[config.mk]
export PLATFORM = sky130hd
export DESIGN_NAME = cond_ctrl_pipe
export DESIGN_NICKNAME = d
export VERILOG_FILES = /design/src/rtl/cond_ctrl_pkg.sv /design/src/rtl/cond_eval.sv /design/src/rtl/cond_ctrl_pipe.sv
export SDC_FILE = /design/constraint.sdc
export NUM_CORES = 1
export LEC_CHECK = 0
export ABC_AREA = 0
export CORE_MARGIN = 2
export CORE_UTILIZATION = 36
export DETAILED_ROUTE_END_ITERATION = 7
export PLACE_DENSITY = 0.73
export SYNTH_ARGS = -nofsm -noshare
export SYNTH_HDL_FRONTEND = slang
export SYNTH_SLANG_ARGS = --single-unit
[constraint.sdc]
create_clock -name clk -period 4.8 [get_ports clk]
set_clock_uncertainty 0.2 [all_clocks]
set_input_delay 0.48 -clock clk [delete_from_list [all_inputs] [get_ports clk]]
set_output_delay 0.48 -clock clk [all_outputs]
set_load 0.01 [all_outputs]
[src/rtl/cond_ctrl_pkg.sv]
// Shared constants for the conditional control pipeline: ARM condition codes,
// NZCV bit positions and the decoded control bundle.
package cond_ctrl_pkg;

    localparam logic [3:0] COND_EQ = 4'b0000;
    localparam logic [3:0] COND_NE = 4'b0001;
    localparam logic [3:0] COND_CS = 4'b0010;
    localparam logic [3:0] COND_CC = 4'b0011;
    localparam logic [3:0] COND_MI = 4'b0100;
    localparam logic [3:0] COND_PL = 4'b0101;
    localparam logic [3:0] COND_VS = 4'b0110;
    localparam logic [3:0] COND_VC = 4'b0111;
    localparam logic [3:0] COND_HI = 4'b1000;
    localparam logic [3:0] COND_LS = 4'b1001;
    localparam logic [3:0] COND_GE = 4'b1010;
    localparam logic [3:0] COND_LT = 4'b1011;
    localparam logic [3:0] COND_GT = 4'b1100;
    localparam logic [3:0] COND_LE = 4'b1101;
    localparam logic [3:0] COND_AL = 4'b1110;
    localparam logic [3:0] COND_NV = 4'b1111;

    localparam int FLAG_N = 3;
    localparam int FLAG_Z = 2;
    localparam int FLAG_C = 1;
    localparam int FLAG_V = 0;

    typedef struct packed {
        logic branch;
        logic regwrite;
        logic memwrite;
        logic pcsrc;
    } ctrl_t;

    localparam int CTRL_W = $bits(ctrl_t);

    // Counter increment that sticks at all-ones instead of wrapping.
    function automatic logic [31:0] sat_inc(input logic [31:0] v, input logic en);
        return (en && (v != 32'hFFFF_FFFF)) ? v + 32'd1 : v;
    endfunction

endpackage

[src/rtl/cond_eval.sv]
// Combinational ARM condition-code evaluator: 4-bit condition against NZCV.
module cond_eval
    import cond_ctrl_pkg::*;
(
    input  logic [3:0] cond,
    input  logic [3:0] flags,
    output logic       pass
);

    logic n, z, c, v;

    assign n = flags[FLAG_N];
    assign z = flags[FLAG_Z];
    assign c = flags[FLAG_C];
    assign v = flags[FLAG_V];

    always_comb begin
        pass = 1'b0;
        case (cond)
            COND_EQ: pass = z;
            COND_NE: pass = ~z;
            COND_CS: pass = c;
            COND_CC: pass = ~c;
            COND_MI: pass = n;
            COND_PL: pass = ~n;
            COND_VS: pass = v;
            COND_VC: pass = ~v;
            COND_HI: pass = c & ~z;
            COND_LS: pass = ~c | z;
            COND_GE: pass = ~(n ^ v);
            COND_LT: pass = n ^ v;
            COND_GT: pass = ~z & ~(n ^ v);
            COND_LE: pass = z | (n ^ v);
            COND_AL: pass = 1'b1;
            default: pass = 1'b0;
        endcase
    end

endmodule

[src/rtl/cond_ctrl_pipe.sv]
// Control-path pipeline D -> E -> stages 1..NSTAGES with condition gating and NZCV flags.
// Optional performance counters are enabled with COND_CTRL_PERF_EN.
module cond_ctrl_pipe
    import cond_ctrl_pkg::*;
#(
    parameter int PAYLOAD_W = 8,
    parameter int NSTAGES   = 2
) (
    input  logic                 clk,
    input  logic                 reset,
    input  logic                 valid_d,
    input  logic [3:0]           cond_d,
    input  logic [1:0]           flagwrite_d,
    input  logic                 branch_d,
    input  logic                 regwrite_d,
    input  logic                 memwrite_d,
    input  logic                 pcsrc_d,
    input  logic [PAYLOAD_W-1:0] payload_d,
    input  logic                 stall_e,
    input  logic                 flush_e,
    input  logic [3:0]           alu_flags_e,
    output logic                 cond_ex_e,
    output logic                 branch_taken_e,
    output logic [PAYLOAD_W-1:0] payload_e,
    output logic [3:0]           flags_q,
    output logic                 regwrite_m,
    output logic                 memwrite_m,
    output logic                 pcsrc_m,
    output logic [PAYLOAD_W-1:0] payload_m,
    output logic                 regwrite_w,
    output logic                 pcsrc_w,
    output logic [PAYLOAD_W-1:0] payload_w,
    output logic                 pc_wr_pending
`ifdef COND_CTRL_PERF_EN
    ,
    output logic [31:0]          perf_retired_o,
    output logic [31:0]          perf_squashed_o,
    output logic [31:0]          perf_br_taken_o
`endif
);

    logic                 valid_e_q, valid_e_d;
    logic [3:0]           cond_e_q, cond_e_d;
    logic [1:0]           flagwrite_e_q, flagwrite_e_d;
    ctrl_t                ctrl_e_q, ctrl_e_d;
    logic [PAYLOAD_W-1:0] payload_e_q, payload_e_d;
    logic [3:0]           flags_d;
    logic [NSTAGES-1:0]   regwrite_s_q, regwrite_s_d;
    logic [NSTAGES-1:0]   pcsrc_s_q, pcsrc_s_d;
    logic                 memwrite_m_q, memwrite_m_d;
    logic [PAYLOAD_W-1:0] payload_s_q [NSTAGES];
    logic [PAYLOAD_W-1:0] payload_s_d [NSTAGES];
    logic                 run_q, run_d;
    logic                 cond_pass;

    cond_eval u_cond_eval (
        .cond  (cond_e_q),
        .flags (flags_q),
        .pass  (cond_pass)
    );

    assign cond_ex_e      = cond_pass & valid_e_q;
    assign branch_taken_e = ctrl_e_q.branch & cond_ex_e;
    assign payload_e      = payload_e_q;
    assign regwrite_m     = regwrite_s_q[0];
    assign memwrite_m     = memwrite_m_q;
    assign pcsrc_m        = pcsrc_s_q[0];
    assign payload_m      = payload_s_q[0];
    assign regwrite_w     = regwrite_s_q[NSTAGES-1];
    assign pcsrc_w        = pcsrc_s_q[NSTAGES-1];
    assign payload_w      = payload_s_q[NSTAGES-1];

    // run_q keeps the combinational D term quiet until the first edge after reset.
    assign run_d         = 1'b1;
    assign pc_wr_pending = run_q & (pcsrc_d | ctrl_e_q.pcsrc | (|pcsrc_s_q[NSTAGES-2:0]));

    always_comb begin
        valid_e_d     = valid_e_q;
        cond_e_d      = cond_e_q;
        flagwrite_e_d = flagwrite_e_q;
        ctrl_e_d      = ctrl_e_q;
        payload_e_d   = payload_e_q;
        if (flush_e) begin
            valid_e_d     = 1'b0;
            cond_e_d      = '0;
            flagwrite_e_d = '0;
            ctrl_e_d      = '0;
            payload_e_d   = '0;
        end else if (!stall_e) begin
            valid_e_d     = valid_d;
            cond_e_d      = cond_d;
            flagwrite_e_d = flagwrite_d;
            ctrl_e_d      = '{branch: branch_d, regwrite: regwrite_d,
                              memwrite: memwrite_d, pcsrc: pcsrc_d};
            payload_e_d   = payload_d;
        end
    end

    always_comb begin
        flags_d = flags_q;
        if (cond_ex_e && !stall_e) begin
            if (flagwrite_e_q[1]) begin
                flags_d[FLAG_N] = alu_flags_e[FLAG_N];
                flags_d[FLAG_Z] = alu_flags_e[FLAG_Z];
            end
            if (flagwrite_e_q[0]) begin
                flags_d[FLAG_C] = alu_flags_e[FLAG_C];
                flags_d[FLAG_V] = alu_flags_e[FLAG_V];
            end
        end
    end

    // A stalled E instruction stays put, so stage 1 takes a bubble behind it.
    always_comb begin
        regwrite_s_d   = {regwrite_s_q[NSTAGES-2:0], 1'b0};
        pcsrc_s_d      = {pcsrc_s_q[NSTAGES-2:0], 1'b0};
        memwrite_m_d   = 1'b0;
        payload_s_d[0] = '0;
        for (int i = 1; i < NSTAGES; i++) begin
            payload_s_d[i] = payload_s_q[i-1];
        end
        if (!stall_e) begin
            regwrite_s_d[0] = ctrl_e_q.regwrite & cond_ex_e;
            pcsrc_s_d[0]    = ctrl_e_q.pcsrc & cond_ex_e;
            memwrite_m_d    = ctrl_e_q.memwrite & cond_ex_e;
            payload_s_d[0]  = payload_e_q;
        end
    end

    always_ff @(posedge clk or negedge reset) begin
        if (!reset) begin
            valid_e_q     <= 1'b0;
            cond_e_q      <= '0;
            flagwrite_e_q <= '0;
            ctrl_e_q      <= '0;
            payload_e_q   <= '0;
            flags_q       <= '0;
            regwrite_s_q  <= '0;
            pcsrc_s_q     <= '0;
            memwrite_m_q  <= 1'b0;
            run_q         <= 1'b0;
            for (int i = 0; i < NSTAGES; i++) begin
                payload_s_q[i] <= '0;
            end
        end else begin
            valid_e_q     <= valid_e_d;
            cond_e_q      <= cond_e_d;
            flagwrite_e_q <= flagwrite_e_d;
            ctrl_e_q      <= ctrl_e_d;
            payload_e_q   <= payload_e_d;
            flags_q       <= flags_d;
            regwrite_s_q  <= regwrite_s_d;
            pcsrc_s_q     <= pcsrc_s_d;
            memwrite_m_q  <= memwrite_m_d;
            run_q         <= run_d;
            for (int i = 0; i < NSTAGES; i++) begin
                payload_s_q[i] <= payload_s_d[i];
            end
        end
    end

`ifdef COND_CTRL_PERF_EN
    logic [31:0] retired_q, retired_d;
    logic [31:0] squashed_q, squashed_d;
    logic [31:0] br_taken_q, br_taken_d;

    always_comb begin
        retired_d  = sat_inc(retired_q,  ~stall_e & valid_e_q & cond_ex_e);
        squashed_d = sat_inc(squashed_q, ~stall_e & valid_e_q & ~cond_ex_e);
        br_taken_d = sat_inc(br_taken_q, ~stall_e & branch_taken_e);
    end

    always_ff @(posedge clk or negedge reset) begin
        if (!reset) begin
            retired_q  <= '0;
            squashed_q <= '0;
            br_taken_q <= '0;
        end else begin
            retired_q  <= retired_d;
            squashed_q <= squashed_d;
            br_taken_q <= br_taken_d;
        end
    end

    assign perf_retired_o  = retired_q;
    assign perf_squashed_o = squashed_q;
    assign perf_br_taken_o = br_taken_q;
`endif

endmodule
==> impl_metrics.json <==
{
  "r2r-start": "cond_e_q[2]$_DFFE_PN0P_",
  "maxCapViolations": 0,
  "cts_resized": 0,
  "setup_viol": 0,
  "reg2reg_depth": 5,
  "dp_hpwl_mm": 2.428,
  "synth_ff_type": "dfrtp_1",
  "synthCells": 155,
  "synth.avg_cell_area_um2": 11.94,
  "clkTransAtPathRegs_ps": 80,
  "dieArea_um2": 5730,
  "yosysWarnings": 0,
  "synth_common_cells": "dfrtp_1, nor2_1, mux2i_1",
  "worst-setup-path-type": "reg2out",
  "dieHeight_um": 75.70,
  "worst_slew_pin_slew_ps": 977.7,
  "rsz0062_at_grt": "false",
  "critPathLaunchType": "register",
  "rrSetupSlack_ps": 2360,
  "status": "complete, no violations",
  "fin_crit_ps": 3349,
  "start_util_pct": 36.70,
  "syn-num-nets": 182,
  "hold_buffers": 0,
  "critPathMaxStageDelay_ps": 560,
  "cp_data_arrival_time_ps": 2670,
  "instances_no_fill": 279,
  "cts_root_buf": "clkbuf_8",
  "post-route-period-util_pct": 69.78,
  "area_delta_synth_final_pct": 38.07,
  "end_kind": "primary output",
  "fillers": 470,
  "ant_nets": 0,
  "cts_buffer_depth": 2,
  "drive_gt1_share_pct": 6.699,
  "fmax_mhz": 298.6,
  "final_net_count": 235,
  "die_w_um": 75.70,
  "synth_enable_flop_cells": 0,
  "max_slew_margin_pct": 34.82,
  "grt_usage_pct": 12.49,
  "cp_slowest_cell": "clkdlybuf4s50_1",
  "drc": 0,
  "post_cts_buffers": 0,
  "ios": 63,
  "power.density_nw_per_um2": 293.0,
  "final_core_util_pct": 50.67,
  "wl_per_cell_um": 12.49,
  "synth_largest_area_cell": "dfrtp_1",
  "ys_seq_elements": 45,
  "gp_congestion": 0.7700,
  "num_rows": 26,
  "synth_top_area_share_pct": 60.85,
  "htreeDepth": 2,
  "path_max_fanout": 7,
  "via_per_inst": 4.462,
  "path_cells": "xor2_1 -> or4b_1 -> a311oi_2 -> nor3_1 -> nor3b_1 -> clkdlybuf4s50_1",
  "hp-class": "in2async",
  "synth_area_um2": 1851,
  "core-area_um2": 5042,
  "yosys.cell_count.top_type": "dfrtp_1",
  "synth_cell_type_count": 31,
  "worst_ep_required_time_ps": 4120,
  "tns_ps": 0,
  "ir_drop_mv": 0.1362,
  "synth-async-reset-ratio_pct": 100.0,
  "grt_pass1_wl_mm": 5.285,
  "regToRegEndpoint": "flags_q[1]$_DFFE_PN0P_",
  "slew_viol_final": 0,
  "hold_viol_final": 0,
  "ys_top_cells_by_area": "dfrtp_1, mux2i_1, nor2_1",
  "drt_pre_antenna_iters": 3,
  "ys_seq_area_share_pct": 60.85,
  "cts_buffers": 5,
  "power_leakage_nw": 1.164,
  "drt-initial-drc-count": 45,
  "portBuffers": 62,
  "grt_max_degree": 46,
  "dp.cells": 271,
  "clock_sinks": 45,
  "antenna_found_initial": 0,
  "insertion_delay_ps": 290,
  "grt_pass1_vias": 1165,
  "drt_wl_total_mm": 3.485,
  "path_buf_inv": 1,
  "n_antenna_cell": 0,
  "cpLargestDelayFamily": "simple AND/OR/NAND/NOR gates",
  "vias": 1245,
  "cts_tree": "yes",
  "grt-ovfl-total": 0
}
[layer usage]
metal  global-route usage (%)  vias to the layer above  wire length, um
li1                         -                      611                -
met1                    15.12                      593             1570
met2                    21.26                       39             1703
met3                    3.836                        2              190
met4                    4.094                        0               21
met5                        0                        -                0
[stage by stage]
| step | area [um^2] | total power [mW] | hold WS (ps) | setup WS (ps) |
|---|---|---|---|---|
| after floorplan | 1851 | 0.4679 | -15.59 | 2214 |
| after global placement | 2465 | 0.5255 | 158.0 | 1788 |
| after detailed placement | 2465 | 0.5279 | 160.3 | 1742 |
| after CTS | 2555 | 0.7643 | 173.0 | 1411 |
| after global routing | 2555 | 0.7910 | 191.1 | 1310 |
| final | 2555 | 0.7487 | 146.3 | 1451 |
[logic make-up (layout without fill, tap and decap cells)]
family / count (synthesis) / after routing / share of synthesized area, %
and+or+nand+nor: 51 / 51 / 13.66
DFF: 45 / 45 / 60.85
muxes: 25 / 25 / 13.79
buffers and inverters: 21 / 75 / 6.018
AOI/OAI and AO/OA: 10 / 10 / 4.531
xor gates and xnor gates: 2 / 2 / 0.9468
other: 1 / 1 / 0.2026
[worst max path at each step]
stage	depth (start not counted)	slack, ps	from	endpoint
after floorplan	5	2210	flags_q[3]$_DFFE_PN0P_	branch_taken_e
after global placement	6	1790	flags_q[3]$_DFFE_PN0P_	branch_taken_e
after detailed placement	6	1740	flags_q[3]$_DFFE_PN0P_	branch_taken_e
after CTS	6	1410	flags_q[3]$_DFFE_PN0P_	branch_taken_e
after global routing	6	1310	flags_q[3]$_DFFE_PN0P_	branch_taken_e
final	6	1450	flags_q[3]$_DFFE_PN0P_	branch_taken_e
[registers in the layout, summed over array words and instances, names as in the netlist]
| signal | cells |
|---|---|
| payload_w | 8 |
| payload_e | 8 |
| flagwrite_e_q | 2 |
| flags_q | 4 |
| valid_e_q | 1 |
| memwrite_m | 1 |
| regwrite_s_q | 2 |
| payload_m | 8 |
| pcsrc_s_q | 2 |
| run_q | 1 |
| ctrl_e_q | 4 |
| cond_e_q | 4 |
[worst reg2reg max path: cells and delay by family, from the launching register on]
family | cells | cell delay, ps
flip-flops | 1 | 550
AND/OR/NAND/NOR | 1 | 100
multiplexers | 1 | 400
AO/OA/AOI/OAI | 3 | 1100
[final cells by class]
cell class / count / area [um^2] / area share [%]
Sequential cell: 45 / 1126 / 44.07
Timing Repair Buffer: 63 / 623.1 / 24.39
Multi-Input combinational cell: 89 / 613.1 / 24.00
Tap cell: 70 / 87.58 / 3.428
Clock buffer: 5 / 68.82 / 2.693
Clock inverter: 3 / 21.27 / 0.8325
Inverter: 4 / 15.01 / 0.5877
[cells in the final DEF, fill, tap and decap left out, types with 2 or more instances in the layout]
cell and instances:
clkbuf_8 5, clkdlybuf4s50_1 61, dfrtp_1 45, inv_1 4
mux2_2 3, mux2i_1 21, nand2_1 3, nand3_1 2
nand3b_1 2, nor2_1 26, nor2b_1 9, nor3b_1 3
o311ai_1 2, o31a_1 2, xor2_1 2
[report_power, final]
| part | switching, mW | leakage [nW] | internal (mW) |
|---|---|---|---|
| registers | 0.0163 | 0.607 | 0.396 |
| logic | 0.0442 | 0.512 | 0.0612 |
| clock network | 0.128 | 0.0445 | 0.103 |
| total | 0.188 | 1.16 | 0.561 |
Power figures use the tool's default switching activity.
